**src/rtl/serial_frame_rx.sv**
```systemverilog
`default_nettype none
// ============================================================================
// Module      : serial_frame_rx
// Description : Asynchronous serial frame receiver. It recovers LSB-first
//               frames from a 1-bit line that idles high. Each frame has one
//               start bit (0), DATA_BITS data bits, an optional even parity
//               bit and one stop bit (1). Each good word is presented on a
//               parallel bus with a one-cycle valid strobe.
//
// Ports       : clk        - system clock, rising edge
//               reset      - synchronous, active-high reset
//               d          - serial line, asynchronous to clk, idles high
//               data       - last good received word
//               valid      - 1-cycle strobe, data updated this cycle
//               frame_err  - 1-cycle strobe, stop bit sampled low
//               parity_err - 1-cycle strobe, parity mismatch (0 unless enabled)
//               busy       - high whenever the receiver is not idle
//
// Parameters  : DATA_BITS    - data bits per frame (1..16)
//               CLKS_PER_BIT - clk cycles per serial bit (even, >= 2)
//
// Options     : `define RX_PARITY_EN adds an even-parity bit after the data
//               bits and enables parity_err.
//
// Revision    : 1.0 - initial release
// ============================================================================

module serial_frame_rx #(
    parameter int DATA_BITS    = 8,
    parameter int CLKS_PER_BIT = 4
) (
    input  logic                 clk,
    input  logic                 reset,
    input  logic                 d,
    output logic [DATA_BITS-1:0] data,
    output logic                 valid,
    output logic                 frame_err,
    output logic                 parity_err,
    output logic                 busy
);

    localparam int c_HALF  = CLKS_PER_BIT / 2;
    localparam int c_CNT_W = (CLKS_PER_BIT > 1) ? $clog2(CLKS_PER_BIT) : 1;
    localparam int c_IDX_W = $clog2(DATA_BITS + 1);

    localparam logic [c_CNT_W-1:0] c_CNT_ONE       = c_CNT_W'(1);
    localparam logic [c_CNT_W-1:0] c_CNT_HALF_LAST = c_CNT_W'(c_HALF - 1);
    localparam logic [c_CNT_W-1:0] c_CNT_BIT_LAST  = c_CNT_W'(CLKS_PER_BIT - 1);
    localparam logic [c_IDX_W-1:0] c_IDX_ONE       = c_IDX_W'(1);
    localparam logic [c_IDX_W-1:0] c_IDX_LAST      = c_IDX_W'(DATA_BITS - 1);

    localparam logic [2:0] c_ST_IDLE   = 3'd0;
    localparam logic [2:0] c_ST_START  = 3'd1;
    localparam logic [2:0] c_ST_DATA   = 3'd2;
    localparam logic [2:0] c_ST_PARITY = 3'd3;
    localparam logic [2:0] c_ST_STOP   = 3'd4;
    localparam logic [2:0] c_ST_BREAK  = 3'd5;

    // Two-flop synchronizer. Only r_sync2 is used by the FSM.
    logic                 r_sync1;
    logic                 r_sync2;

    logic [2:0]           r_state;
    logic [c_CNT_W-1:0]   r_cnt;
    logic [c_IDX_W-1:0]   r_bit_idx;
    logic [DATA_BITS-1:0] r_shreg;
    logic [DATA_BITS-1:0] r_data;
    logic                 r_valid;
    logic                 r_frame_err;
    logic                 r_busy;

    // Value of the shift register after the current line bit is shifted in.
    // The line bit enters at the MSB, so the first bit received ends up at
    // bit 0 once all DATA_BITS bits have been shifted in.
    logic [DATA_BITS-1:0] w_shift_next;

    generate
        if (DATA_BITS == 1) begin : g_shift_single
            assign w_shift_next = r_sync2;
        end else begin : g_shift_multi
            assign w_shift_next = {r_sync2, r_shreg[DATA_BITS-1:1]};
        end
    endgenerate

`ifdef RX_PARITY_EN
    logic r_par_bit;
    logic r_parity_err;
    logic w_par_bad;

    // Even parity: the received parity bit must equal the XOR of the data.
    assign w_par_bad = r_par_bit ^ (^r_shreg);
`endif

    always_ff @(posedge clk) begin
        if (reset) begin
            r_sync1     <= 1'b1;
            r_sync2     <= 1'b1;
            r_state     <= c_ST_IDLE;
            r_cnt       <= '0;
            r_bit_idx   <= '0;
            r_shreg     <= '0;
            r_data      <= '0;
            r_valid     <= 1'b0;
            r_frame_err <= 1'b0;
            r_busy      <= 1'b0;
`ifdef RX_PARITY_EN
            r_par_bit    <= 1'b0;
            r_parity_err <= 1'b0;
`endif
        end else begin
            r_sync1     <= d;
            r_sync2     <= r_sync1;
            r_valid     <= 1'b0;
            r_frame_err <= 1'b0;
`ifdef RX_PARITY_EN
            r_parity_err <= 1'b0;
`endif
            case (r_state)
                c_ST_IDLE: begin
                    if (!r_sync2) begin
                        r_state <= c_ST_START;
                        r_cnt   <= '0;
                        r_busy  <= 1'b1;
                    end
                end

                // Re-check the start bit half a bit in. This rejects short
                // glitches and aligns every later sample to mid-bit.
                c_ST_START: begin
                    if (r_cnt == c_CNT_HALF_LAST) begin
                        r_cnt <= '0;
                        if (!r_sync2) begin
                            r_state   <= c_ST_DATA;
                            r_bit_idx <= '0;
                        end else begin
                            r_state <= c_ST_IDLE;
                            r_busy  <= 1'b0;
                        end
                    end else begin
                        r_cnt <= r_cnt + c_CNT_ONE;
                    end
                end

                c_ST_DATA: begin
                    if (r_cnt == c_CNT_BIT_LAST) begin
                        r_cnt     <= '0;
                        r_shreg   <= w_shift_next;
                        r_bit_idx <= r_bit_idx + c_IDX_ONE;
                        if (r_bit_idx == c_IDX_LAST) begin
`ifdef RX_PARITY_EN
                            r_state <= c_ST_PARITY;
`else
                            r_state <= c_ST_STOP;
`endif
                        end
                    end else begin
                        r_cnt <= r_cnt + c_CNT_ONE;
                    end
                end

`ifdef RX_PARITY_EN
                c_ST_PARITY: begin
                    if (r_cnt == c_CNT_BIT_LAST) begin
                        r_cnt     <= '0;
                        r_par_bit <= r_sync2;
                        r_state   <= c_ST_STOP;
                    end else begin
                        r_cnt <= r_cnt + c_CNT_ONE;
                    end
                end
`endif

                // A low stop bit always wins over a parity mismatch.
                c_ST_STOP: begin
                    if (r_cnt == c_CNT_BIT_LAST) begin
                        r_cnt <= '0;
                        if (r_sync2) begin
                            r_state <= c_ST_IDLE;
                            r_busy  <= 1'b0;
`ifdef RX_PARITY_EN
                            if (w_par_bad) begin
                                r_parity_err <= 1'b1;
                            end else begin
                                r_data  <= r_shreg;
                                r_valid <= 1'b1;
                            end
`else
                            r_data  <= r_shreg;
                            r_valid <= 1'b1;
`endif
                        end else begin
                            r_frame_err <= 1'b1;
                            r_state     <= c_ST_BREAK;
                        end
                    end else begin
                        r_cnt <= r_cnt + c_CNT_ONE;
                    end
                end

                // A line held low (break) must not be taken as a new start bit.
                c_ST_BREAK: begin
                    if (r_sync2) begin
                        r_state <= c_ST_IDLE;
                        r_busy  <= 1'b0;
                    end
                end

                default: begin
                    r_state <= c_ST_IDLE;
                    r_busy  <= 1'b0;
                end
            endcase
        end
    end

    assign data      = r_data;
    assign valid     = r_valid;
    assign frame_err = r_frame_err;
    assign busy      = r_busy;
`ifdef RX_PARITY_EN
    assign parity_err = r_parity_err;
`else
    assign parity_err = 1'b0;
`endif

endmodule

`default_nettype wire

```
**config.mk**
```make
export PLATFORM = sky130hd
export DESIGN_NAME = serial_frame_rx
export DESIGN_NICKNAME = d
export VERILOG_FILES = /design/src/rtl/serial_frame_rx.sv
export SDC_FILE = /design/constraint.sdc
export NUM_CORES = 1
export LEC_CHECK = 0
export CORE_MARGIN = 3
export CORE_UTILIZATION = 50
export DETAILED_ROUTE_END_ITERATION = 12
export MAX_ROUTING_LAYER = met4
export PLACE_DENSITY_LB_ADDON = 0.12
export SLEW_MARGIN = 20
export SYNTH_ARGS = -nofsm -noshare
export SYNTH_HDL_FRONTEND = slang
export SYNTH_SLANG_ARGS = --single-unit
```
**constraint.sdc**
```tcl
create_clock -name clk -period 2.35 [get_ports clk]
set_clock_uncertainty 0.15 [all_clocks]
set_input_delay 0.47 -clock clk [delete_from_list [all_inputs] [get_ports clk]]
set_output_delay 0.47 -clock clk [all_outputs]
set_load 0.01 [all_outputs]
```
**Word level (Yosys, flattened, before mapping)**

Cells that the tools add are included.

- Multiplexer cells: 24
- Equal/unequal tests: 14
- Bitwise gates (word level): 3
- $add $sub $neg: 2
- Reductions and logical operators: 11

Operators by type and width:

| operator | number |
|---|---|
| two-way mux 3 bit | 7 |
| case mux 3 bit (5 select lines) | 1 |
| inequality test 2 bit (second input constant) | 7 |
| two-way mux 4 bit | 3 |
| two-way mux 2 bit | 4 |
| case mux 4 bit (2 select lines) | 1 |
| AND reduction 4 bit | 2 |
| equality test 3 bit (second input constant) | 2 |
| two-way mux 1 bit | 6 |
| case mux 2 bit (3 select lines) | 1 |
| AND reduction 6 bit | 1 |
| case mux 1 bit (5 select lines) | 1 |
| adder 4 x 1 -> 4 bit (second input constant) | 1 |
| equality test 4 x 3 -> 1 bit (second input constant) | 1 |
| AND reduction 2 bit | 2 |
| equality test 3 x 1 -> 1 bit (second input constant) | 1 |
| equality test 3 x 2 -> 1 bit (second input constant) | 1 |
| logical NOT 3 bit | 1 |
| NOT 1 bit | 3 |
| AND reduction 3 bit | 1 |
| nonzero test 3 bit | 1 |
| OR reduction 3 bit | 1 |
| adder 2 x 1 -> 2 bit (second input constant) | 1 |
| equality test 2 x 1 -> 1 bit (second input constant) | 1 |
| other kinds (3) | 3 |

- Register bits: 30
- Output and inout bits: 12
- Word-level logic and storage cells: 64

**Longest topological paths before layout**

Gate-level depths: netlist of run 1.

- Depth after elaboration: 4
- Gate-level depth with buffers: 7

**Worst setup path after synthesis of run 1**

OpenSTA, ideal clock, no wires.

- Kind: register to register
- From: reg r_cnt[0]
- To: reg r_state[0]
- Path slack: 482 ps
- Stages on the path, launching flop included: 7
- Period minus slack after synthesis: 1868 ps
- Required time: 2079 ps
- Arrival: 1598 ps
- Path through: dfxtp_1 ha_1 clkbuf_1 nor4b_1 a211oi_1 o21ai_0 mux2_2

- Cells in the longest elaborated chain, start to end: 3
- Elaborated cells on any way between the ends: 6

Ends and longest elaborated chain:

| item | line | source |
|---|---|---|
| start, declared | 64 | `logic [c_CNT_W-1:0] r_cnt;` |
| start signal, assigned | 140 | `r_cnt <= r_cnt + c_CNT_ONE;` |
| start signal, assigned | 157 | `r_cnt <= r_cnt + c_CNT_ONE;` |
| start signal, assigned | 196 | `r_cnt <= r_cnt + c_CNT_ONE;` |
| equality test 2 bit / equality test 2 x 1 -> 1 bit (equally long branches) | 145, 175, 130 |  |
| inequality test 2 bit (no line) | - |  |
| AND reduction 6 bit (no line) * | - |  |
| end signal, assigned | 153 | `r_state <= c_ST_STOP;` |
| end signal, assigned | 178 | `r_state <= c_ST_IDLE;` |
| end signal, assigned | 193 | `r_state <= c_ST_BREAK;` |
| end, declared | 63 | `logic [2:0] r_state;` |

Every way passes the cells marked *; elsewhere a longest branch is shown, timed or not.
A chain may end at the register's enable or synchronous reset.

**Worst setup path after layout of run 1**

- From: reg r_state[1]
- To: reg r_data[4], in the netlist data[4]

- Cells in the longest elaborated chain, start to end: 2

Ends and longest elaborated chain:

| item | line | source |
|---|---|---|
| start signal, assigned | 98 | `r_state <= c_ST_IDLE;` |
| start signal, assigned | 121 | `r_state <= c_ST_START;` |
| start signal, assigned | 133 | `r_state <= c_ST_DATA;` |
| equality test 3 bit | 118 | `case (r_state)` |
| AND reduction 3 bit (no line) | - |  |
| end signal, assigned | 188 | `r_data <= r_shreg;` |
| end, declared | 67 | `logic [DATA_BITS-1:0] r_data;` |

No other way between the ends.

==> metrics.md, run 1 <==
| Metric | Value |
|---|---|
| Tightest Hold Check Type | register to register |
| Vias in the first global route | 1,022 |
| H-tree depth | 2 |
| Distinct cells, synth | 42 |
| Seq/Total Area, Yosys | 0.4404 |
| Flop pwr share | 0.483 |
| Drt pass-1 iters | 4 |
| Critical Path Start Type | register |
| Final min period | 2.024 ns |
| Worst setup EP type | register |
| Slew HR | 0.6665 |
| Clock power share | 0.353 |
| Grt total ovfl | 0 |
| Worst-case reg-to-reg path depth | 4 |
| Critical setup path kind | register to register |
| Crit-path max FO | 14 |
| Net Sw Power | about 0.31 mW |
| Leak pwr | ~0.63 nW |
| # diodes | 0 |
| Syn Inst Count | 159 |
| CTS Root Cell | clkbuf_4 |
| Fill count | roughly 240 |
| Cell Int Power | between 0.8 and 0.9 mW |
| Initial antenna violation count | 0 |
| Share of layout cells above drive strength 1 | 0.09412 |
| Crit share post-route | 0.8614 |
| Maximum vdd drop | around 0.55 mV |
| CTS resizes | 0 |
| Power Dens Cells | about 730 nW/um2 |
| Top FF cell, synth | dfxtp_1 |
| First-pass GRT wire length | about 4600 um |
| RePlAce Congestion | 0.8876 |
| Antenna-violating nets left | 0 |
| Drt drc | 0 |
| Clock transition at path regs | ~0.09 ns |
| Synthesis warning total | 0 |
| Detailed Route WL | 2648 um |
| Initial Utilization | 0.5359 |
| Crit path DAT | 2.10 ns |
| Synth area leader | dfxtp_1 |
| Internal reg-to-reg setup slack | 0.33 ns |
| Reg-to-Reg Start | r_state[1] |
| Share of Yosys cell area claimed by the top area cell type | 0.4404 |
| DIE WIDTH | 58.23 um |
| Cts hold-fix bufs | 0 |
| Die area | between 3000 and 4000 um2 |
| Initial drt markers | 50 |
| FF-to-FF End | data[4] |
| Dpl hpwl | 1900 um |
| Total number of vias | 1,126 |
| Maximum number of pins on one net before global-route repair | 25 |
| Synth cell count leaders | dfxtp_1 (30), nand2_1 (20), nor2_1 (17), a21oi_1 (15), clkbuf_1 (9) |
| Port Buffer Count | 13 |
| Hold wc startpoint | r_sync1 |
| Syn-to-layout area delta | 15.05% |
| Seq cells post-synth | 30 |
| Final Hold Fails | 0 |
| Area of the mapped netlist | 1364 um2 |
| Hold Slack | 0.2734 ns |
| Hold path depth | 1 |
| Clock sinks | 30 |
| Count of final setup violators | 0 |
| CP required | around 2.4 ns |
| RSZ-0062 raised after global routing | no |
| Final Max Slew Viols | 0 |
| Core ar. | 2545 um2 |
| Max-cap violations | 0 |
| Number of synthesized flops with an enable pin | 0 |
| Async S/R FF share, synth | 0 |
| Clock Path Buffers | 2 |
| Clk_lat worst skew | 0.33 ns |
| Worst Hold Endpoint | r_sync2 |
| Fin Setup TNS | 0 ns |
| CTS tree | done |
| Num CTS Buffers | 5 |
| Mean routed wirelength per cell | approximately 13 um |
| Syn avg cell area | 8.577 um2 |
| Fmax | about 490 MHz |
| Die Ht | ~58 um |
| Syn nets | 166 |
| Synth area leaders | dfxtp_1 (44%), mux2i_1 (5.9%), a21oi_1 (5.5%) |
| Switching Share | 0.2691 |
| Status | finished clean |
| Count leader, synth | dfxtp_1 |
| Total track usage | 0.1862 |
| Num ports | 15 |
| Post-layout net count | 176 |
| Postcts setup bufs | 0 |
| # rows | 18 |
| Routed vias/inst | 5.630 |
| Comb power frac | 0.164 |
| Tightest Pin Transition | between 0.4 and 0.5 ns |
[flip-flops by register name (all words and copies together) (netlist names)]
name       cells
r_sync2        1
valid          1
r_bit_idx      4
r_cnt          2
r_shreg        8
r_sync1        1
busy           1
frame_err      1
data           8
r_state        3
[area by class of cell]
class	count	area (um2)	share of cell area
clock buffer	5	37.54	0.02392
clock inverter	3	40.04	0.02552
inverter	6	22.52	0.01435
multi-input combinational	109	670.6	0.4274
sequential	30	600.6	0.3828
tap	30	37.54	0.02392
timing repair buffer	17	160.2	0.1021
[stage by stage]
step           power [mW]  setup WS [ns]  instance area [um2]  cells    util
3_5_place_dp       0.7542         0.3407                 1491    192  0.5860
2_1_floorplan      0.7025         0.4817                 1364    159       -
4_1_cts             1.158         0.3233                 1569    200  0.6165
5_1_grt             1.210         0.1404                 1569    200  0.6165
6_report            1.148         0.3256                 1569    200  0.6165
3_3_place_gp       0.7497         0.3580                 1491    192  0.5860
[cells in the final DEF, fill, tap and decap left out, types with 2 or more instances in the layout]
master / n
dfxtp_1: 30
nand2_1: 20
nor2_1: 17
a21oi_1: 15
clkdlybuf4s50_1: 13
mux2i_1: 8
inv_1: 6
clkbuf_4: 5
o21ai_0: 4
ha_1: 4
buf_4: 4
nand3b_1: 2
nand4bb_1: 2
nor3b_1: 2
nor4b_1: 2
a211oi_1: 2
o21a_1: 2
nand2b_1: 2
nand3_1: 2
xnor2_1: 2
nor3_1: 2
or2_2: 2
a31oi_1: 2
clkinv_2: 2
[worst max-delay path by stage]
stage                           from         end  slack, ns
after floorplan             r_cnt[0]  r_state[0]       0.48
after global placement    r_state[1]     data[3]       0.36
after detailed placement  r_state[1]     data[4]       0.34
after CTS                 r_state[1]     data[4]       0.32
after global routing      r_state[1]     data[4]       0.14
final                     r_state[1]     data[4]       0.33
[kinds of logic (layout without fill, tap and decap cells)]
family,after synthesis,in the layout,synth area share
AOI/OAI and AO/OA,31,31,0.1358
xor gates and xnor gates,2,2,0.01285
adders and majority gates,5,5,0.04404
buffers and inverters,20,31,0.06788
DFF,30,30,0.4404
muxes,9,9,0.06697
other,1,1,0.002750
and+or+nand+nor,61,61,0.2294
[per-layer routing]
layer / vias up / share of wire / global-route usage
met1: 528 / 0.48 / 0.2265
li1: 563 / - / -
met3: 8 / 0.049 / 0.06459
met4: 0 / 0.022 / 0.1026
met2: 27 / 0.45 / 0.2677
met5: - / 0 / -
[critical path, stage by stage (launching register included)]
cell,delay [ns]
dfxtp_1,0.44
or3b_1,0.47
or3_1,0.56
mux2i_1,0.23
nor2_1,0.06
[power by group through the flow]
stage / Clock (mW) / Combinational, mW / Sequential, mW
floorplan: 0 / 0.154 / 0.549
global placement: 0 / 0.184 / 0.566
detailed placement: 0 / 0.188 / 0.566
CTS: 0.415 / 0.189 / 0.554
global route: 0.438 / 0.212 / 0.560
finish: 0.405 / 0.188 / 0.555
(Power assumes the default switching activity.)
==> inputs of run 2 (changes only) <==
--- a/config.mk
+++ b/config.mk
@@ -8,9 +8,8 @@
 export CORE_MARGIN = 3
 export CORE_UTILIZATION = 50
 export DETAILED_ROUTE_END_ITERATION = 12
-export MAX_ROUTING_LAYER = met4
+export HOLD_SLACK_MARGIN = 0.1
 export PLACE_DENSITY_LB_ADDON = 0.12
-export SLEW_MARGIN = 20
 export SYNTH_ARGS = -nofsm -noshare
 export SYNTH_HDL_FRONTEND = slang
 export SYNTH_SLANG_ARGS = --single-unit
==> run 2 against run 1 <==
Effect of this change: clock-buffer cell count unchanged; routed wire length about the same; final cell count unchanged; sequential cell count unchanged; global-route usage decreased by 0.54 points; sequential share of layout area unchanged.
==> metrics.md, run 2 (synthesis gave the netlist of run 1 again) <==
| Metric | Value |
|---|---|
| Crit-path max FO | 14 (unchanged) |
| Clk_lat worst skew | 0.33 ns (about the same) |
| Share of layout cells above drive strength 1 | 0.09412 (unchanged) |
| Post-layout net count | 176 (unchanged) |
| Detailed Route WL | 2649 um (about the same) |
| CP Launch Point | r_state[1] |
| Vias in the first global route | 1,021 (-0.098%) |
| CP required | 2.42 ns (about the same) |
| Critical setup path kind | register to register |
| Total track usage | 0.1807 (-0.005435) |
| Slew HR | 0.6633 (-0.003257) |
| Fill count | 238 (unchanged) |
| Max-cap violations | 0 (unchanged) |
| Grt total ovfl | 0 (unchanged) |
| Placed Area | 1491 um2 (unchanged) |
| Initial Utilization | 0.5359 (unchanged) |
| Most common cell after layout, fill and taps aside | dfxtp_1 |
| Grt met2 use | 0.2677 (unchanged) |
| RSZ-0062 raised after global routing | no |
| Antenna-violating nets left | 0 (unchanged) |
| # diodes | 0 (unchanged) |
| Maximum number of pins on one net before global-route repair | 25 (unchanged) |
| Final Max Slew Viols | 0 (unchanged) |
| Fmax | 494.7 MHz (+0.14%) |
| Total number of vias | 1,128 (+0.18%) |
| Tightest Hold Check Type | register to register |
| Crit path DAT | 2.09 ns (about the same) |
| Final Hold Fails | 0 (unchanged) |
| Core ar. | 2545 um2 (unchanged) |
| Post-Layout Cell Count | 200 (unchanged) |
| Drt drc | 0 (unchanged) |
| Count of final setup violators | 0 (unchanged) |
| Final instance area | 1569 um2 (unchanged) |
| DIE WIDTH | 58.23 um (unchanged) |
| Clock transition at path regs | 0.09 ns (about the same) |
| Drt pass-1 iters | 4 (unchanged) |
| GR peak layer | met2 |
| Leak pwr | 0.6343 nW (unchanged) |
| Area of the multi-input gates | 670.6 um2 (unchanged) |
| Num ports | 15 (unchanged) |
| Maximum vdd drop | 0.5525 mV (about the same) |
| Mean routed wirelength per cell | 13.25 um (about the same) |
| Most frequent cells in the layout | dfxtp_1 (30), nand2_1 (20), nor2_1 (17), a21oi_1 (15), clkdlybuf4s50_1 (13) |
| DP Cell Count | 192 (unchanged) |
| Die Ht | 58.23 um (unchanged) |
| Initial drt markers | 48 (-4.0%) |
| GR Layer Usage met3 | 0.06459 (unchanged) |
| Hold wc startpoint | r_sync1 |
| GR Util met1 | 0.2265 (unchanged) |
| Initial antenna violation count | 0 (unchanged) |
| Port Buffer Count | 13 (unchanged) |
| CTS resizes | 0 (unchanged) |
| Status | finished clean |
| Num CTS Buffers | 5 (unchanged) |
| Postcts setup bufs | 0 (unchanged) |
| Syn-to-layout area delta | 15.05% (unchanged) |
| Final min period | 2.022 ns (-0.002792 ns) |
| # rows | 18 (unchanged) |
| Routed vias/inst | 5.640 (+0.18%) |
| Power Dens Cells | 731.4 nW/um2 (about the same) |
| Crit share post-route | 0.8602 (-0.001188) |
| Final Util | 0.6165 (unchanged) |
| Worst setup EP type | register |
| CTS Root Cell | clkbuf_4 |
| Storage element area | 600.6 um2 (unchanged) |
| CTS tree | done |
| Fin Setup TNS | 0 ns (unchanged) |
| Cts hold-fix bufs | 0 (unchanged) |
| H-tree depth | 2 (unchanged) |
| Critical Path Start Type | register |
| Tightest Pin Transition | 0.5020 ns (+0.004856 ns) |
| Clock Path Buffers | 2 (unchanged) |
| Die area | 3390 um2 (unchanged) |
| First-pass GRT wire length | 4581 um (unchanged) |
| RePlAce Congestion | 0.8733 (-1.6%) |
| Clock sinks | 30 (unchanged) |
| Reg-to-Reg Start | r_state[1] |
| Dpl hpwl | 1900 um (unchanged) |
==> run 2: critical path, cell delays in order (launching register included) <==
cell and delay, ns:
dfxtp_1 0.44, or3b_1 0.47, or3_1 0.56, mux2i_1 0.23, nor2_1 0.06
==> run 2: final timing paths <==
check | to | slack, ns | depth (start not counted)
worst min register to register | r_sync2 | 0.27 | 1
worst max register to register | data[4] | 0.33 | 4
worst max-delay path | data[4] | 0.33 | 4
worst min-delay path | r_sync2 | 0.27 | 1
==> run 2: cell type report <==
cell class / instances / share of cell area
Clock buffer: 5 / 0.02392
Clock inverter: 3 / 0.02552
Inverter: 6 / 0.01435
Multi-Input combinational cell: 109 / 0.4274
Sequential cell: 30 / 0.3828
Tap cell: 30 / 0.02392
Timing Repair Buffer: 17 / 0.1021
==> run 2: layer usage <==
metal / part of all wire / up-vias
li1: - / 563
met1: 0.48 / 532
met3: 0.046 / 8
met4: 0.022 / 0
met5: 0 / -
met2: 0.45 / 25
==> run 2: power by group <==
group / switching, mW / internal (mW)
registers: 0.0278 / 0.527
clock network: 0.184 / 0.220
logic: 0.0967 / 0.0921
total: 0.308 / 0.839
==> run 2: per-stage QoR <==
step / hold slack [ns] / setup WS, ns / total power [mW]
floorplan: 0.2395 / 0.4817 / 0.7025
global placement: 0.2422 / 0.3580 / 0.7497
detailed placement: 0.2537 / 0.3407 / 0.7542
CTS: 0.2759 / 0.3233 / 1.158
global route: 0.2839 / 0.1404 / 1.210
finish: 0.2734 / 0.3284 / 1.148
